--- src/rtl/rr_arbiter4.sv ---
// rr_arbiter4 - four-requester round-robin arbiter with a bounded hold time.
//
// An owner keeps the grant for as long as it holds its request line. Once it
// has held the grant for MAX_HOLD cycles and some other requester is waiting,
// the grant is revoked and a one-cycle preempt pulse is raised. Every change of
// owner passes through one IDLE cycle, so two grants never overlap.
//
// Handshake: req[i] is a level request. Requester i owns the resource on every
// cycle where gnt[i]=1. It keeps req[i] high while it still wants the resource
// and lowers it to release. Dropping req[i] at cycle t clears gnt at t+1.
//
// Parameters:
//   MAX_HOLD   grant cycles allowed per ownership under contention (1..255)
// Ports:
//   clk        rising-edge clock
//   rst        synchronous active-high reset
//   req[3:0]   request lines, one per requester
//   gnt[3:0]   one-hot grant, or all zero (registered)
//   gnt_id     index of the current owner, or of the last one (registered)
//   gnt_valid  high while gnt is non-zero (registered)
//   preempt    one-cycle pulse when the hold limit revokes a grant (registered)
//   dbg_state  current FSM state (0 = IDLE, 1 = GRANT), for checkers

module rr_arbiter4 #(
  parameter int unsigned MAX_HOLD = 8
) (
  input  logic       clk,
  input  logic       rst,
  input  logic [3:0] req,
  output logic [3:0] gnt,
  output logic [1:0] gnt_id,
  output logic       gnt_valid,
  output logic       preempt,
  output logic       dbg_state
);

  typedef enum logic {
    ST_IDLE  = 1'b0,
    ST_GRANT = 1'b1
  } state_t;

  localparam logic [7:0] HOLD_LIM = 8'(MAX_HOLD);

  state_t     r_state, w_state_nxt;
  logic [1:0] r_ptr, w_ptr_nxt;
  logic [7:0] r_hold, w_hold_nxt;
  logic [1:0] r_owner, w_owner_nxt;
  logic [3:0] r_gnt, w_gnt_nxt;
  logic       r_preempt, w_preempt_nxt;

  // Round-robin winner. Rotate req so that bit ptr lands at position 0, take
  // the lowest set bit, then add ptr back. The 2-bit sum wraps modulo 4.
  logic [7:0] w_req_dbl;
  logic [7:0] w_req_shift;
  logic [3:0] w_req_rot;
  logic [1:0] w_off;
  logic [1:0] w_win;

  assign w_req_dbl   = {req, req};
  assign w_req_shift = w_req_dbl >> r_ptr;
  assign w_req_rot   = w_req_shift[3:0];

  always_comb begin
    w_off = 2'd0;
    if      (w_req_rot[0]) w_off = 2'd0;
    else if (w_req_rot[1]) w_off = 2'd1;
    else if (w_req_rot[2]) w_off = 2'd2;
    else if (w_req_rot[3]) w_off = 2'd3;
  end

  assign w_win = r_ptr + w_off;

  logic w_owner_req;
  logic w_contend;
  logic w_hold_expired;

  assign w_owner_req    = req[r_owner];
  assign w_contend      = |(req & ~r_gnt);
  assign w_hold_expired = (r_hold >= HOLD_LIM);

  always_comb begin
    w_state_nxt   = r_state;
    w_ptr_nxt     = r_ptr;
    w_hold_nxt    = r_hold;
    w_owner_nxt   = r_owner;
    w_gnt_nxt     = r_gnt;
    w_preempt_nxt = 1'b0;
    case (r_state)
      ST_IDLE: begin
        if (req != 4'b0000) begin
          w_state_nxt = ST_GRANT;
          w_owner_nxt = w_win;
          w_gnt_nxt   = 4'b0001 << w_win;
          w_hold_nxt  = 8'd1;
        end
      end
      ST_GRANT: begin
        // Release is checked first, so it wins over preempt in the same cycle.
        if (!w_owner_req || (w_hold_expired && w_contend)) begin
          w_state_nxt   = ST_IDLE;
          w_gnt_nxt     = 4'b0000;
          w_ptr_nxt     = r_owner + 2'd1;
          w_preempt_nxt = w_owner_req;
        end else if (r_hold != 8'hFF) begin
          w_hold_nxt = r_hold + 8'd1;
        end
      end
      default: begin
        w_state_nxt = ST_IDLE;
        w_gnt_nxt   = 4'b0000;
      end
    endcase
  end

  always_ff @(posedge clk) begin
    if (rst) begin
      r_state   <= ST_IDLE;
      r_ptr     <= 2'd0;
      r_hold    <= 8'd0;
      r_owner   <= 2'd0;
      r_gnt     <= 4'b0000;
      r_preempt <= 1'b0;
    end else begin
      r_state   <= w_state_nxt;
      r_ptr     <= w_ptr_nxt;
      r_hold    <= w_hold_nxt;
      r_owner   <= w_owner_nxt;
      r_gnt     <= w_gnt_nxt;
      r_preempt <= w_preempt_nxt;
    end
  end

  assign gnt       = r_gnt;
  assign gnt_id    = r_owner;
  assign gnt_valid = (r_state == ST_GRANT);
  assign preempt   = r_preempt;
  assign dbg_state = r_state;

endmodule

--- config.mk ---
export PLATFORM = sky130hd
export DESIGN_NAME = rr_arbiter4
export DESIGN_NICKNAME = d
export VERILOG_FILES = /design/src/rtl/rr_arbiter4.sv
export SDC_FILE = /design/constraint.sdc
export NUM_CORES = 1
export LEC_CHECK = 0
export ABC_CLOCK_PERIOD_IN_PS = 1900
export CAP_MARGIN = 20
export CELL_PAD_IN_SITES_DETAIL_PLACEMENT = 0
export CELL_PAD_IN_SITES_GLOBAL_PLACEMENT = 2
export CORE_ASPECT_RATIO = 1.5
export CORE_MARGIN = 2
export CORE_UTILIZATION = 30
export DETAILED_ROUTE_END_ITERATION = 7
export GPL_TIMING_DRIVEN = 0
export PLACE_DENSITY_LB_ADDON = 0.1
export SLEW_MARGIN = 10
export SYNTH_ARGS = -nofsm -noshare
export SYNTH_HDL_FRONTEND = slang
export SYNTH_SLANG_ARGS = --single-unit
--- constraint.sdc ---
create_clock -name clk -period 1.9 [get_ports clk]
set_input_delay 0.285 -clock clk [delete_from_list [all_inputs] [get_ports clk]]
set_output_delay 0.285 -clock clk [all_outputs]
set_load 0.02 [all_outputs]
==> metrics.txt, run 1 <==
RD Place Congestion roughly 0.83; drt pass-1 iters 4; leakage between 0.0006 and 0.0007 uW; worst-path maximum fanout 6; CP Class reg2reg; number of placed cells counting well taps approximately 200; complex-gate fraction of the synthesized area 24.6%; placed inst area ~1500 um^2; element type at the critical path end flop; routed via count around 1,200; fin nets between 150 and 200; Final Setup Violations 5; Seq cells post-synth 18; RSZ-0062 raised after global routing yes; Layout Utilization 41.6%; status finished, violations left; Synth top area share 28.4%; Max Fclk 0.511 GHz; fin crit share 103%; final wirelength about 3500 um; Fin Clk Skew 0.00432 ns; initial drt markers 70; adder-cell area share of the yosys netlist approximately 3%; largest net degree at the start of global routing 11; hold_buf cts 0; WL per Instance between 15 and 20 um; Synth area leaders dfxtp_1 (28%), mux2i_1 (5.5%), a21oi_1 (3.6%), nand3_1 (3.2%), buf_4 (3.0%); sequential power share a little over a third; maxcap violations 0; H-tree Lvls 1; die footprint approximately 4800 um^2; Num CTS Buffers 3; pre-CTS setup slack -0.755 ns; main combinational cell family by area after synthesis simple AND/OR/NAND/NOR gates; synth cell count leaders dfxtp_1 (18), nor2_1 (10), a21oi_1 (9); synthesized-area fraction occupied by and/or/nand/nor cells 27.2%; initial antenna violation count 0; worst endpoint data arrival time about 2.1 ns; vias per cell between 5 and 6; internal power 865 uW; post-synthesis cell count between 100 and 150; layout cells sized above 1 around 30%; Slew @ Worst Pin about 0.48 ns; Unique masters post-synth 49; DRC viols 0; design area about 1700 um^2; class of the worst hold path in2reg; global-route wire length before repair 6020 um; Site Rows 29; sinks on the clock net 18; die height approximately 84 um; initial core utilization between 30% and 40%; port bufs 13; post-synthesis mux area share 7.30%; Post-Syn Area 1270 um^2; Clock Power Share 24.0%; violated checks setup timing; GRT overflow 0; Max Slew Vio Count 0; sw frac around a third; area taken by flip-flops and latches approximately 370 um^2; Final Hold Vio Count 0; part of the Yosys area used for sequential elements 28.4%; leading area contributor after synthesis dfxtp_1; fin crit period a little under 2 ns; most numerous cell in the Yosys netlist dfxtp_1; fin cells ~220; hold-critical path depth 2; fill cell count 441; Ys Warns 0; Routed Antenna Nets 0; peak supply drop slightly above 400 uV; CTS tree done; Clock Latency Late Sink around 0.25 ns; Syn-to-layout area delta 35.7%; combinational power share a little over 40%; Ant. Diodes 0; ys async rst share 0%; switching power around 450 uW; gr usage total roughly 16%; Reg clk slew, reported paths approximately 0.070 ns; pwr dens around 760 nW/um^2; Clock Path Buffers 2; Core ar. between 4000 and 5000 um^2; syn nets 154; root buf cell clkbuf_8; number of synthesized flops with an enable pin 0; die width between 50 and 60 um; Synth Area in XOR/XNOR under 10%; Required @ worst endpoint around 2.1 ns; Post-synth top flop dfxtp_1; vias in the first global route approximately 1,300; dpl hpwl between 2000 and 3000 um; area occupied by multi-input gates approximately 900 um^2; slew margin rel. roughly 68%; setup TNS -0.215 ns; Reg2Reg Depth 8; setup ws final -0.0588 ns; I/O pin cnt 15; Syn Area/Cell roughly 8.7 um^2; CP Launch Type flop
state kept, by name, summed over array words and instances, names as in the netlist:
signal     flops
gnt_id         2
dbg_state      1
preempt        1
r_hold         8
r_ptr          2
gnt            4
critical path, stage by stage, from the launching register on:
cell and delay (ns):
dfxtp_4 0.37, or4_4 0.47, o211ai_1 0.10, ha_2 0.25
xnor2_4 0.10, buf_4 0.15, buf_4 0.12, xnor2_1 0.12
a211oi_1 0.20
layout by cell type (no fill, tap or decap), types with 2 or more instances in the layout:
cell             instances
buf_4                   16
dfxtp_1                 16
nor2_1                   9
a21oi_1                  9
clkdlybuf4s50_1          9
nand3_1                  8
nand2_1                  8
mux2i_1                  7
inv_1                    6
buf_6                    6
o21ai_0                  5
nor2b_1                  4
a211oi_1                 4
clkbuf_8                 4
nand2b_1                 3
o32ai_1                  3
and3_1                   3
or3_1                    3
nor4_1                   3
o211ai_1                 2
or4_4                    2
clkbuf_1                 2
or2b_1                   2
o21a_1                   2
nor3_1                   2
xnor2_1                  2
ha_1                     2
clkdlybuf4s15_2          2
timing repair:
| action | CTS | global route |
|---|---|---|
| pin swaps | 7 | 4 |
| setup buffers | 13 | 3 |
| resized for setup | 19 | 7 |
| endpoints found under the setup margin | 18 | 14 |
power groups by stage:
stage	Sequential (uW)	Clock, uW	Combinational (uW)
floorplan	482	0	312
global placement	457	0	479
detailed placement	459	0	482
finish	462	316	537
CTS	461	330	526
global route	470	348	581
final timing paths:
kind,startpoint,endpoint,slack (ns)
max,r_ptr[0],gnt_id[1],-0.06
min reg2reg,r_hold[5],r_hold[5],0.50
max reg2reg,r_ptr[0],gnt_id[1],-0.06
min,rst,r_hold[1],0.32
layer usage:
metal	GRT usage (%)	routed length [um]	vias to the layer above
met3	1.71	67	4
met1	16.6	1300	605
met4	5.29	38	0
met2	31.2	2130	21
li1	-	-	605
met5	0	0	-
kinds of logic after synthesis:
family,count (synthesis)
AO/OA/AOI/OAI,38
XOR/XNOR,3
adder cells (fa/ha/maj),3
buffers and inverters,17
flip-flops,18
multiplexers,8
AND/OR/NAND/NOR,58
metrics by stage:
stage / total power [uW] / hold WS [ns]
4_1_cts: 1320 / 0.322
5_1_grt: 1400 / 0.337
3_5_place_dp: 941 / 0.496
6_report: 1310 / 0.325
3_3_place_gp: 937 / 0.484
2_1_floorplan: 794 / 0.453
cell type report:
class                      instances  area share, %
buffer                             9           4.36
clock buffer                       4           3.20
inverter                           6           1.31
sequential                        18           21.2
multi-input combinational        110           51.7
timing repair buffer              29           14.8
tap                               46           3.34
Note: power is estimated with default switching activity, not from simulation.
==> run 2: changes to the inputs <==
--- a/config.mk
+++ b/config.mk
@@ -5,16 +5,16 @@
 export SDC_FILE = /design/constraint.sdc
 export NUM_CORES = 1
 export LEC_CHECK = 0
-export ABC_CLOCK_PERIOD_IN_PS = 1900
+export ABC_CLOCK_PERIOD_IN_PS = 1700
 export CAP_MARGIN = 20
 export CELL_PAD_IN_SITES_DETAIL_PLACEMENT = 0
 export CELL_PAD_IN_SITES_GLOBAL_PLACEMENT = 2
 export CORE_ASPECT_RATIO = 1.5
-export CORE_MARGIN = 2
 export CORE_UTILIZATION = 30
 export DETAILED_ROUTE_END_ITERATION = 7
 export GPL_TIMING_DRIVEN = 0
 export PLACE_DENSITY_LB_ADDON = 0.1
+export SETUP_SLACK_MARGIN = 0.2
 export SLEW_MARGIN = 10
 export SYNTH_ARGS = -nofsm -noshare
 export SYNTH_HDL_FRONTEND = slang
==> constraint.sdc (replaced) <==
create_clock -name clk -period 1.7 [get_ports clk]
set_input_delay 0.255 -clock clk [delete_from_list [all_inputs] [get_ports clk]]
set_output_delay 0.255 -clock clk [all_outputs]
set_load 0.02 [all_outputs]
==> run 2 against run 1 <==
The run still ends with setup timing left. Fmax decreased by 4.7%. Final area increased by 9.5%. Global-route usage increased by 2.6 points.
==> metrics.txt, run 2 (synthesis gave the netlist of run 1 again) <==
Ant. Diodes 0 (unchanged); class of the worst hold path in2reg; Clock Path Buffers 2 (unchanged); area occupied by multi-input gates 983 um^2 (+10%); placed inst area 1560 um^2 (+3.7%); I/O pin cnt 15 (unchanged); die width 55.1 um (-3.5%); Fin Clk Skew 0.00381 ns (-0.000512 ns); pre-CTS setup slack -0.905 ns (-0.149 ns); Max Fclk 0.487 GHz (-4.7%); design area 1890 um^2 (+9.5%); pwr dens 813 nW/um^2 (+6.5%); fin crit period 2.06 ns (+0.0962 ns); Syn-to-layout area delta 48.6%; fill cell count 403 (-8.6%); max reg flops 8 (unchanged); status finished, violations left; port bufs 13 (unchanged); sinks on the clock net 18 (unchanged); Core ar. 3990 um^2 (-3.4%); fin nets 191 (+2.7%); global-route wire length before repair 5900 um (-1.9%); Reg clk slew, reported paths 0.07 ns (about the same); Reg with most FFs r_hold; violated checks setup timing; Clock Latency Late Sink 0.25 ns (about the same); RD Place Congestion 0.816 (-1.5%); initial core utilization 31.8% (+1.1 points); RR Startpoint r_ptr[0]; WL per Instance 16.6 um (+4.5%); DRC viols 0 (unchanged); dpl hpwl 2630 um (-1.0%); Routed Antenna Nets 0 (unchanged); CP Class reg2reg; Layout Utilization 47.2% (+5.6 points); element type at the critical path end flop; Num CTS Buffers 3 (unchanged); largest net degree at the start of global routing 11 (unchanged); layout cells sized above 1 38.7% (+9.1 points); worst endpoint data arrival time 2.24 ns (+0.11 ns); fin crit share 121% (+18 points); hold-critical path depth 2 (unchanged); RSZ-0062 raised after global routing yes; die footprint 4500 um^2 (-5.8%); Slew @ Worst Pin 0.658 ns (+0.174 ns); RR Endpoint gnt[2]; Site Rows 28 (-3.4%); vias in the first global route 1,264 (+1.0%); Final Hold Vio Count 0 (unchanged); Worst Min Path Start rst; CP Launch Type flop; CTS tree done; initial antenna violation count 0 (unchanged); maxcap violations 0 (unchanged); hold path endpoint r_hold[1]; root buf cell clkbuf_8; leakage 0.000804 uW (+22%); routed via count 1,280 (+3.6%); R2R setup slack -0.36 ns (-0.30 ns); final wirelength 3750 um (+6.4%); die height 81.6 um (-2.4%); most frequent cells in the layout dfxtp_1 (13), buf_6 (12), buf_4 (11); gr usage total 18.4% (+2.6 points); Max Slew Vio Count 0 (unchanged); most common library cell in the layout ignoring fill and taps dfxtp_1; setup ws final -0.355 ns (-0.296 ns); worst-path maximum fanout 6 (unchanged); hold slack 0.325 ns (+0.000433 ns); slew margin rel. 56.1% (-12 points); peak supply drop 378 uV (-7.5%); Final Setup Violations 16 (+11); worst-path cell chain buf_6, or4_1, o211ai_1, ha_2, xnor2_4, nor4b_4, mux2i_1, a21oi_1; GRT overflow 0 (unchanged); Required @ worst endpoint 1.88 ns (-0.19 ns); area taken by flip-flops and latches 374 um^2 (+2.4%); vias per cell 5.66 (+1.8%); Critical-path top delay cell or4_1; Reg2Reg Depth 8 (unchanged); drt pass-1 iters 4 (unchanged); max incr delay on CP 0.47 ns (about the same); hold_buf cts 0 (unchanged); H-tree Lvls 1 (unchanged); initial drt markers 38 (-46%)
## run 2: cell types whose count changed in the layout (fill, tap and decap cells not counted), sizes merged, moves of 2 or more
cell / previous run / this run
clkdlybuf4s50: 9 / 1
dlymetal6s2s: 0 / 6
buf: 23 / 27
clkbuf: 7 / 9
clkdlybuf4s15: 2 / 0
dlygate4sd2: 0 / 2
## run 2: metal layers
metal / GRT usage [%] / part of all wire (%) / vias up / routed length, um
met1: 17.7 / 37 / 633 / 1400
met5: 0 / 0 / - / 0
met2: 38.1 / 59 / 20 / 2220
met3: 1.67 / 1.6 / 8 / 61
met4: 5.25 / 1.7 / 0 / 65
li1: - / - / 619 / -
## run 2: where the power goes
part / leakage (uW) / switching, uW / internal, uW
sequential: 0.000150 / 38.2 / 464
clock: 0.0000231 / 143 / 160
combinational: 0.000631 / 367 / 361
## run 2: worst max path at each step
stage | to | slack, ns | start
6_report | gnt[2] | -0.36 | r_ptr[0]
4_1_cts | gnt[0] | -0.37 | r_ptr[0]
2_1_floorplan | gnt[0] | -0.24 | r_ptr[0]
3_5_place_dp | gnt[0] | -0.90 | req[1]
3_3_place_gp | gnt[0] | -0.86 | req[3]
5_1_grt | gnt[3] | -0.47 | r_ptr[0]
## run 2: through the flow
stage / setup TNS, ns / cells / power, uW
2_1_floorplan: -0.916 / 145 / 923
3_3_place_gp: -10.49 / 203 / 1080
3_5_place_dp: -10.79 / 203 / 1090
4_1_cts: -2.61 / 223 / 1520
5_1_grt: -3.51 / 226 / 1640
6_report: -2.03 / 226 / 1530
## run 2: what timing repair did
action / in CTS / in global routing
gates cloned: 1 / 0
endpoints found under the setup margin: 20 / 24
buffers inserted: 15 / 3
gates resized for setup: 33 / 17
pin swaps: 14 / 11
## run 2: layout make-up
cell class | instances | area share [%]
clock buffer | 3 | 2.19
tap | 45 | 2.99
multi-input combinational | 111 | 52.2
clock inverter | 1 | 0.199
sequential | 18 | 19.8
buffer | 11 | 5.31
inverter | 6 | 1.39
timing repair buffer | 31 | 15.9
## run 2: critical path: cells and delay by family (launching register included)
kind	cells	cell delay, ns
XOR/XNOR	1	0.16
flip-flops	1	0.33
adder cells (fa/ha/maj)	1	0.25
AO/OA/AOI/OAI	2	0.25
multiplexers	1	0.14
AND/OR/NAND/NOR	2	0.75
buffers and inverters	1	0.12
==> run 3: changes to the inputs <==
--- a/config.mk
+++ b/config.mk
@@ -15,6 +15,7 @@
 export GPL_TIMING_DRIVEN = 0
 export PLACE_DENSITY_LB_ADDON = 0.1
 export SETUP_SLACK_MARGIN = 0.2
+export SKIP_LAST_GASP = 1
 export SLEW_MARGIN = 10
 export SYNTH_ARGS = -nofsm -noshare
 export SYNTH_HDL_FRONTEND = slang
==> run 3 against run 2 <==
The run still ends with setup timing left. Critical path type unchanged. Final area decreased by 0.40%. Routed wire length decreased by 1.9%. Die area unchanged. Sequential power about the same. Flip-flop and latch count unchanged. Highest routed layer unchanged. Global-route usage decreased by 0.22 points. Largest cell class unchanged. Non-clock buffer count increased by 1. Critical path depth unchanged. Total power decreased by 0.74%. Clock power about the same.
==> metrics.txt, run 3 (synthesis gave the netlist of run 1 again) <==
layout cells sized above 1 36.3% (-2.4 points); Reg clk slew, reported paths 0.07 ns (about the same); WL per Instance 16.2 um (-2.4%); GRT busiest layer met2; Fin Clk Skew 0.00392 ns (+0.000104 ns); M2 GR Usage 36.9% (-1.2 points); maxcap violations 0 (unchanged); I/O pin cnt 15 (unchanged); setup ws final -0.362 ns (-0.00706 ns); slew margin rel. 58.3% (+2.1 points); Site Rows 28 (unchanged); die width 55.1 um (unchanged); fin nets 192 (+0.52%); Reg2Reg Depth 8 (unchanged); RD Place Congestion 0.816 (unchanged); gr usage total 18.2% (-0.22 points); routed via count 1,277 (-0.23%); Max Fclk 0.485 GHz (-0.34%); pwr dens 811 nW/um^2 (-0.34%); Routed Antenna Nets 0 (unchanged); die height 81.6 um (unchanged); DRC viols 0 (unchanged); met3 Use GR 1.67% (unchanged); Pwr Total 1520 uW (-0.74%); Num CTS Buffers 3 (unchanged); Clock Latency Late Sink 0.25 ns (about the same); global-route wire length before repair 5840 um (-1.1%); fin crit period 2.06 ns (+0.00706 ns); peak supply drop 376 uV (-0.54%); worst endpoint data arrival time 2.24 ns (about the same); GRT met1 Usage 17.6% (-0.11 points); H-tree Lvls 1 (unchanged); root buf cell clkbuf_8; hold-critical path depth 2 (unchanged); Reg with most FFs r_hold; most common library cell in the layout ignoring fill and taps buf_4; hold_buf cts 0 (unchanged); sinks on the clock net 18 (unchanged); violated checks setup timing; Final Setup Violations 17 (+1); most frequent cells in the layout buf_4 (15), dfxtp_1 (13), buf_6 (9), nor2_1 (9), nand2_1 (8); vias in the first global route 1,264 (unchanged); RSZ-0062 raised after global routing yes; CP Class reg2reg; vias per cell 5.63 (-0.67%); dpl hpwl 2630 um (unchanged); max reg flops 8 (unchanged); status finished, violations left; Max Slew Vio Count 0 (unchanged); Syn-to-layout area delta 48.0%; Slew @ Worst Pin 0.626 ns (-0.0322 ns); Required @ worst endpoint 1.88 ns (about the same); initial antenna violation count 0 (unchanged); worst-path maximum fanout 6 (unchanged); largest net degree at the start of global routing 11 (unchanged); die footprint 4500 um^2 (unchanged); CTS tree done; drt pass-1 iters 4 (unchanged); GRT overflow 0 (unchanged); setup TNS -3.07 ns (-1.05 ns); final wirelength 3680 um (-1.9%); leakage 0.000787 uW (-2.1%); element type at the critical path end flop; port bufs 13 (unchanged); Clock Path Buffers 2 (unchanged); CP Launch Type flop; Core ar. 3990 um^2 (unchanged); Ant. Diodes 0 (unchanged); class of the worst hold path in2reg; initial core utilization 31.8% (unchanged); fin crit share 121% (+0.42 points); initial drt markers 41 (+7.9%); Final Hold Vio Count 0 (unchanged)
[run 3: changes by cell type in the layout (fill, tap and decap cells not counted), moves of 2 or more]
cell,before,now
buf_2,2,0
buf_6,12,9
nand3_2,3,1
nand3_1,5,7
clkdlybuf4s15_1,0,2
buf_4,11,15
[run 3: final timing paths]
kind	to	from	slack, ns
setup / recovery	gnt[0]	r_ptr[0]	-0.36
hold / removal	r_hold[1]	rst	0.32
setup reg to reg	gnt[0]	r_ptr[0]	-0.36
hold reg to reg	r_hold[5]	r_hold[5]	0.48
[run 3: where the power goes]
| group | leakage [uW] | total [uW] | internal (uW) | switching, uW |
|---|---|---|---|---|
| clock network | 0.0000231 | 305 | 161 | 144 |
| logic | 0.000614 | 716 | 353 | 363 |
| registers | 0.000150 | 501 | 464 | 37.7 |
| total | 0.000787 | 1520 | 977 | 545 |
[run 3: final cells by class]
class | instances | area (um^2)
fillers | 407 | 2120
multi-input cells | 111 | 973
flip-flops and latches | 18 | 374
repair buffers | 32 | 308
plain buffers | 11 | 95.1
well taps | 45 | 56.3
clock buffers | 3 | 41.3
inverters | 6 | 26.3
clock inverters | 1 | 3.75
[run 3: per-stage QoR]
stage / utilization (%) / setup slack (ns) / cells / area (um^2) / hold WS (ns)
CTS: 44.8 / -0.371 / 223 / 1790 / 0.319
floorplan: - / -0.244 / 145 / 1370 / 0.447
finish: 47.0 / -0.362 / 227 / 1880 / 0.322
global route: 47.0 / -0.470 / 227 / 1880 / 0.331
detailed placement: 39.1 / -0.905 / 203 / 1560 / 0.478
global placement: 39.1 / -0.865 / 203 / 1560 / 0.469
[run 3: timing repair]
item | in CTS | in global routing
pin swaps | 13 | 10
setup buffers | 15 | 4
endpoints found under the setup margin | 20 | 23
gates cloned | 1 | 0
resized for setup | 21 | 16
[run 3: metal layers]
layer / share of wire [%] / wire, um
met5: 0 / 0
met4: 2.4 / 90
met3: 1.4 / 53
met2: 60 / 2190
met1: 37 / 1340
[run 3: worst max-delay path: stages (launching register included)]
cell	delay [ns]
dfxtp_2	0.33
buf_6	0.12
or4_1	0.47
o211ai_1	0.11
ha_2	0.25
xnor2_4	0.16
nor4b_4	0.27
mux2i_1	0.12
a21oi_1	0.15
==> RTL edit 1 (flow settings as in run 3) <==
Change the parameter `MAX_HOLD` from 8 to 4.
--- a/src/rtl/rr_arbiter4.sv
+++ b/src/rtl/rr_arbiter4.sv
@@ -22,7 +22,7 @@
 //   dbg_state  current FSM state (0 = IDLE, 1 = GRANT), for checkers
 
 module rr_arbiter4 #(
-  parameter int unsigned MAX_HOLD = 8
+  parameter int unsigned MAX_HOLD = 4
 ) (
   input  logic       clk,
   input  logic       rst,
Behaviour: not the same (Yosys sat finds a counterexample within 10 cycles, from zero or initial values and one cycle with rst high).
==> RTL edit 1 against run 3 <==
The run still ends with setup timing left; global-route usage is 0.70 points lower; cell count is 5.3% lower; power is 1.1% higher; wire length is 4.8% lower; final area is 3.1% lower; sequential cell count stayed put; worst setup slack better by 290 ps; die area is 2.2% lower; area after synthesis is 2.3% lower; critical endpoint is now gnt[1].
==> RTL edit 1: results (changes against run 3) <==
Status -> finished, violations left (unchanged)
Failing checks -> setup timing (unchanged)
Final worst slack -> -73.2 ps (was -362 ps)
Seq/Total Area, Yosys -> 29.1% (was 28.4%)
Slew @ Worst Pin -> 534 ps (was 626 ps)
Placement Setup Slack -> -754 ps (was -905 ps)
Dpl hpwl -> 2500 um (was 2630 um)
Layout cell share with drive strength beyond 1 -> 47.1% (was 36.3%)
Hold WC Path Type -> reg2reg (was in2reg)
First-pass GRT wire length -> 5450 um (was 5840 um)
Top cells by area, synth -> dfxtp_1, a21oi_1, mux2i_1 (was dfxtp_1, mux2i_1, a21oi_1)
Worst Hold End -> r_ptr[0] (was r_hold[1])
Final wirelength -> 3510 um (was 3680 um)
Syn Nets -> 150 (was 154)
CP Max Fanout -> 7 (was 6)
Tot GR Track Use -> 17.5% (was 18.2%)
Initial detailed-routing violation count -> 30 (was 41)
Hold path cells -> 1 (was 2)
Setup Viol. Count Final -> 4 (was 17)
Data arrival, critical path -> 1960 ps (was 2240 ps)
Vias in the first global route -> 1155 (was 1264)
I/O Buffers -> 12 (was 13)
Critical hold path startpoint -> gnt_id[0] (was rst)
Synth Area in Adders -> 3.03% (was 2.96%)
Hold_ws -> 501 ps (was 322 ps)
Compound-cell area share of the yosys netlist -> 32.2% (was 24.6%)
Netlist cell types -> 46 (was 49)
Fin Clk Skew -> 3.57 ps (was 3.92 ps)
Post-synth ARST share -> 0% (unchanged)
Post-synthesis mux area share -> 6.16% (was 7.30%)
Layout net count -> 181 (was 192)
LEAKAGE -> 0.697 nW (was 0.787 nW)
==> RTL edit 1: cell types whose count changed after synthesis, sizes merged, moves of 3 or more <==
cell          run 3  this run
nor2b             4         0
inv               6        10
a21oi             9        13
o21ai             6         3
==> RTL edit 1: timing repair <==
action / CTS / global route
endpoints found under the hold margin: 0 / 0
pin swaps: 24 / 10
hold buffers: 0 / 0
endpoints found under the setup margin: 21 / 20
cloned: 0 / 0
setup buffers: 14 / 0
resized for setup: 41 / 16
==> RTL edit 1: where the power goes <==
part	internal, W	leakage (nW)	switching [W]
Sequential	0.000470	0.154	0.0000346
Combinational	0.000351	0.522	0.000378
Clock	0.000158	0.0216	0.000148
==> RTL edit 1: through the flow <==
| stage | setup TNS (ps) | power, W | area [um^2] | cells |
|---|---|---|---|---|
| floorplan | 0 | 0.000905 | 1300 | 141 |
| global placement | -8250 | 0.00106 | 1480 | 198 |
| detailed placement | -8370 | 0.00107 | 1480 | 198 |
| CTS | -476 | 0.00150 | 1750 | 215 |
| global route | -798 | 0.00163 | 1820 | 215 |
| finish | -240 | 0.00154 | 1820 | 215 |
==> RTL edit 1: worst max-delay path by stage <==
stage,cells past startpoint,start,to
global placement,9,req[3],gnt[1]
floorplan,8,r_ptr[0],gnt[3]
global route,8,r_ptr[0],gnt[1]
finish,8,r_ptr[0],gnt[1]
CTS,8,r_ptr[0],gnt[1]
detailed placement,9,req[3],gnt[1]
==> RTL edit 1: per-layer routing <==
metal | track usage [%] | vias to the layer above | part of all wire (%)
li1 | - | 590 | -
met1 | 18.0 | 598 | 38
met2 | 32.9 | 16 | 57
met3 | 2.25 | 7 | 1.9
met4 | 8.21 | 0 | 2.3
met5 | 0 | - | 0
==> RTL edit 1: final cells by class <==
type                       count  area, um^2
buffer                        10        96.3
clock buffer                   3        41.3
fill                         419        2140
inverter                      10        40.0
multi-input combinational    103         958
sequential                    18         385
tap                           45        56.3
timing repair buffer          26         241
==> RTL edit 1: kinds of logic (layout without fill, tap and decap cells) <==
kind of cell,count (synthesis),in the layout
and+or+nand+nor,44,44
muxes,6,6
adders and majority gates,3,3
xor gates and xnor gates,4,4
DFF,18,18
AOI/OAI and AO/OA,46,46
buffers and inverters,20,49
==> RTL edit 1: critical path, cell delays in order (launching register included) <==
cell     delay [ps]
dfxtp_2         320
buf_6           130
o311a_1         290
o21ai_2         170
ha_4            200
xor2_2          180
and3_4          200
mux2i_1          70
a21oi_1         140
==> RTL edit 2 (config.mk and constraints of run 3) <==
Made on the original files. Reset style: asynchronous (`rst`), changed in one clocked block. Comments in the files are not updated.
--- a/src/rtl/rr_arbiter4.sv
+++ b/src/rtl/rr_arbiter4.sv
@@ -112,7 +112,7 @@
     endcase
   end
 
-  always_ff @(posedge clk) begin
+  always_ff @(posedge clk or posedge rst) begin
     if (rst) begin
       r_state   <= ST_IDLE;
       r_ptr     <= 2'd0;
Check against the original RTL: differs if rst is asserted again (counterexample within 4 cycles, from zero or initial values and one cycle with rst high); with rst held inactive, the same outputs for 10 cycles.
==> RTL edit 2 against run 3 <==
The flow still finishes with violations (setup timing); die area shrank 14%; wire length shrank 18%; area after synthesis shrank 14%; final area shrank 14%; worst setup slack lost 2.4 ps; sequential cell count is the same; largest cell class unchanged; highest routed layer unchanged.
Power is not compared: it rests on default switching activity, and its combinational part moved more than twofold at a synthesized area within 25%.
==> RTL edit 2: results (changes against run 3) <==
Post-synthesis mux area share -> 5.28% (was 7.30%)
Slew @ Worst Pin -> 726 ps (was 626 ps)
Vias in the first global route -> 1034 (was 1264)
Inst Count DP -> 178 (was 203)
Setup crit start -> r_hold[6] (was r_ptr[0])
Met1 Use GR -> 17.0% (was 17.6%)
Failing checks -> setup timing (unchanged)
Initial detailed-routing violation count -> 42 (was 41)
Non-CTS buffers -> 33 (was 43)
Tot GR Track Use -> 16.8% (was 18.2%)
GR Layer Usage met3 -> 2.40% (was 1.67%)
Wire length on met3 -> 79 um (was 53 um)
Reg area -> 453 um^2 (was 374 um^2)
I/O Buffers -> 14 (was 13)
Layout cell share with drive strength beyond 1 -> 37.7% (was 36.3%)
Hold WC Path Type -> in2async (was in2reg)
First-pass GRT wire length -> 4710 um (was 5840 um)
Post-route insts no fill -> 196 (was 227)
Status -> finished, violations left (unchanged)
Netlist cell types -> 37 (was 49)
Area of the multi-input gates -> 729 um^2 (was 973 um^2)
Data arrival, critical path -> 2210 ps (was 2240 ps)
Final worst slack -> -365 ps (was -362 ps)
Placement Setup Slack -> -709 ps (was -905 ps)
DR WL met2 -> 1660 um (was 2190 um)
Post_cts resized -> 28 (was 21)
CP peak stage delay -> 520 ps (was 470 ps)
Number of fill cells -> 383 (was 407)
Seq area share -> 28.1% (was 19.9%)
Global Route met2 Usage -> 33.6% (was 36.9%)
Metal-1 WL -> 1210 um (was 1340 um)
Via density -> 5.47 (was 5.63)
Synth Area in Adders -> 3.44% (was 2.96%)
Fin Clk Skew -> 1.94 ps (was 3.92 ps)
Final clock-cell share -> 3.41% (was 2.40%)
Count of multi-input gates -> 91 (was 111)
Data buffer area share -> 18.2% (was 21.5%)
Syn avg cell area -> 8.93 um^2 (was 8.75 um^2)
Nonclk inv count -> 8 (was 6)
Setup Viol. Count Final -> 16 (was 17)
RTL edit 2: cell count changes in the layout (fill, tap and decap cells not counted), moves of 5 or more:
cell           before  now
o21ai_1             0    5
dfxtp_1            13    0
nand3_1             7    1
dlygate4sd2_1       3   11
mux2i_1             7    2
dfrtp_1             0   16
RTL edit 2: where the power goes:
group | leakage, nW | total [W] | internal [W] | switching [W]
logic | 0.450 | 0.00174 | 0.000848 | 0.000887
clock network | 0.0288 | 0.000352 | 0.000206 | 0.000146
registers | 0.232 | 0.000714 | 0.000565 | 0.000149
total | 0.710 | 0.00280 | 0.00162 | 0.00118
RTL edit 2: cells by family after synthesis:
logic type / Yosys count
AOI/OAI and AO/OA: 35
xor gates and xnor gates: 3
adders and majority gates: 3
buffers and inverters: 13
DFF: 18
muxes: 4
and+or+nand+nor: 46
RTL edit 2: through the flow:
step                      hold WS [ps]  total power [W]
final                              426          0.00280
after global routing               527          0.00300
after global placement             536          0.00196
after detailed placement           542          0.00197
after CTS                          461          0.00256
after floorplan                    194          0.00157
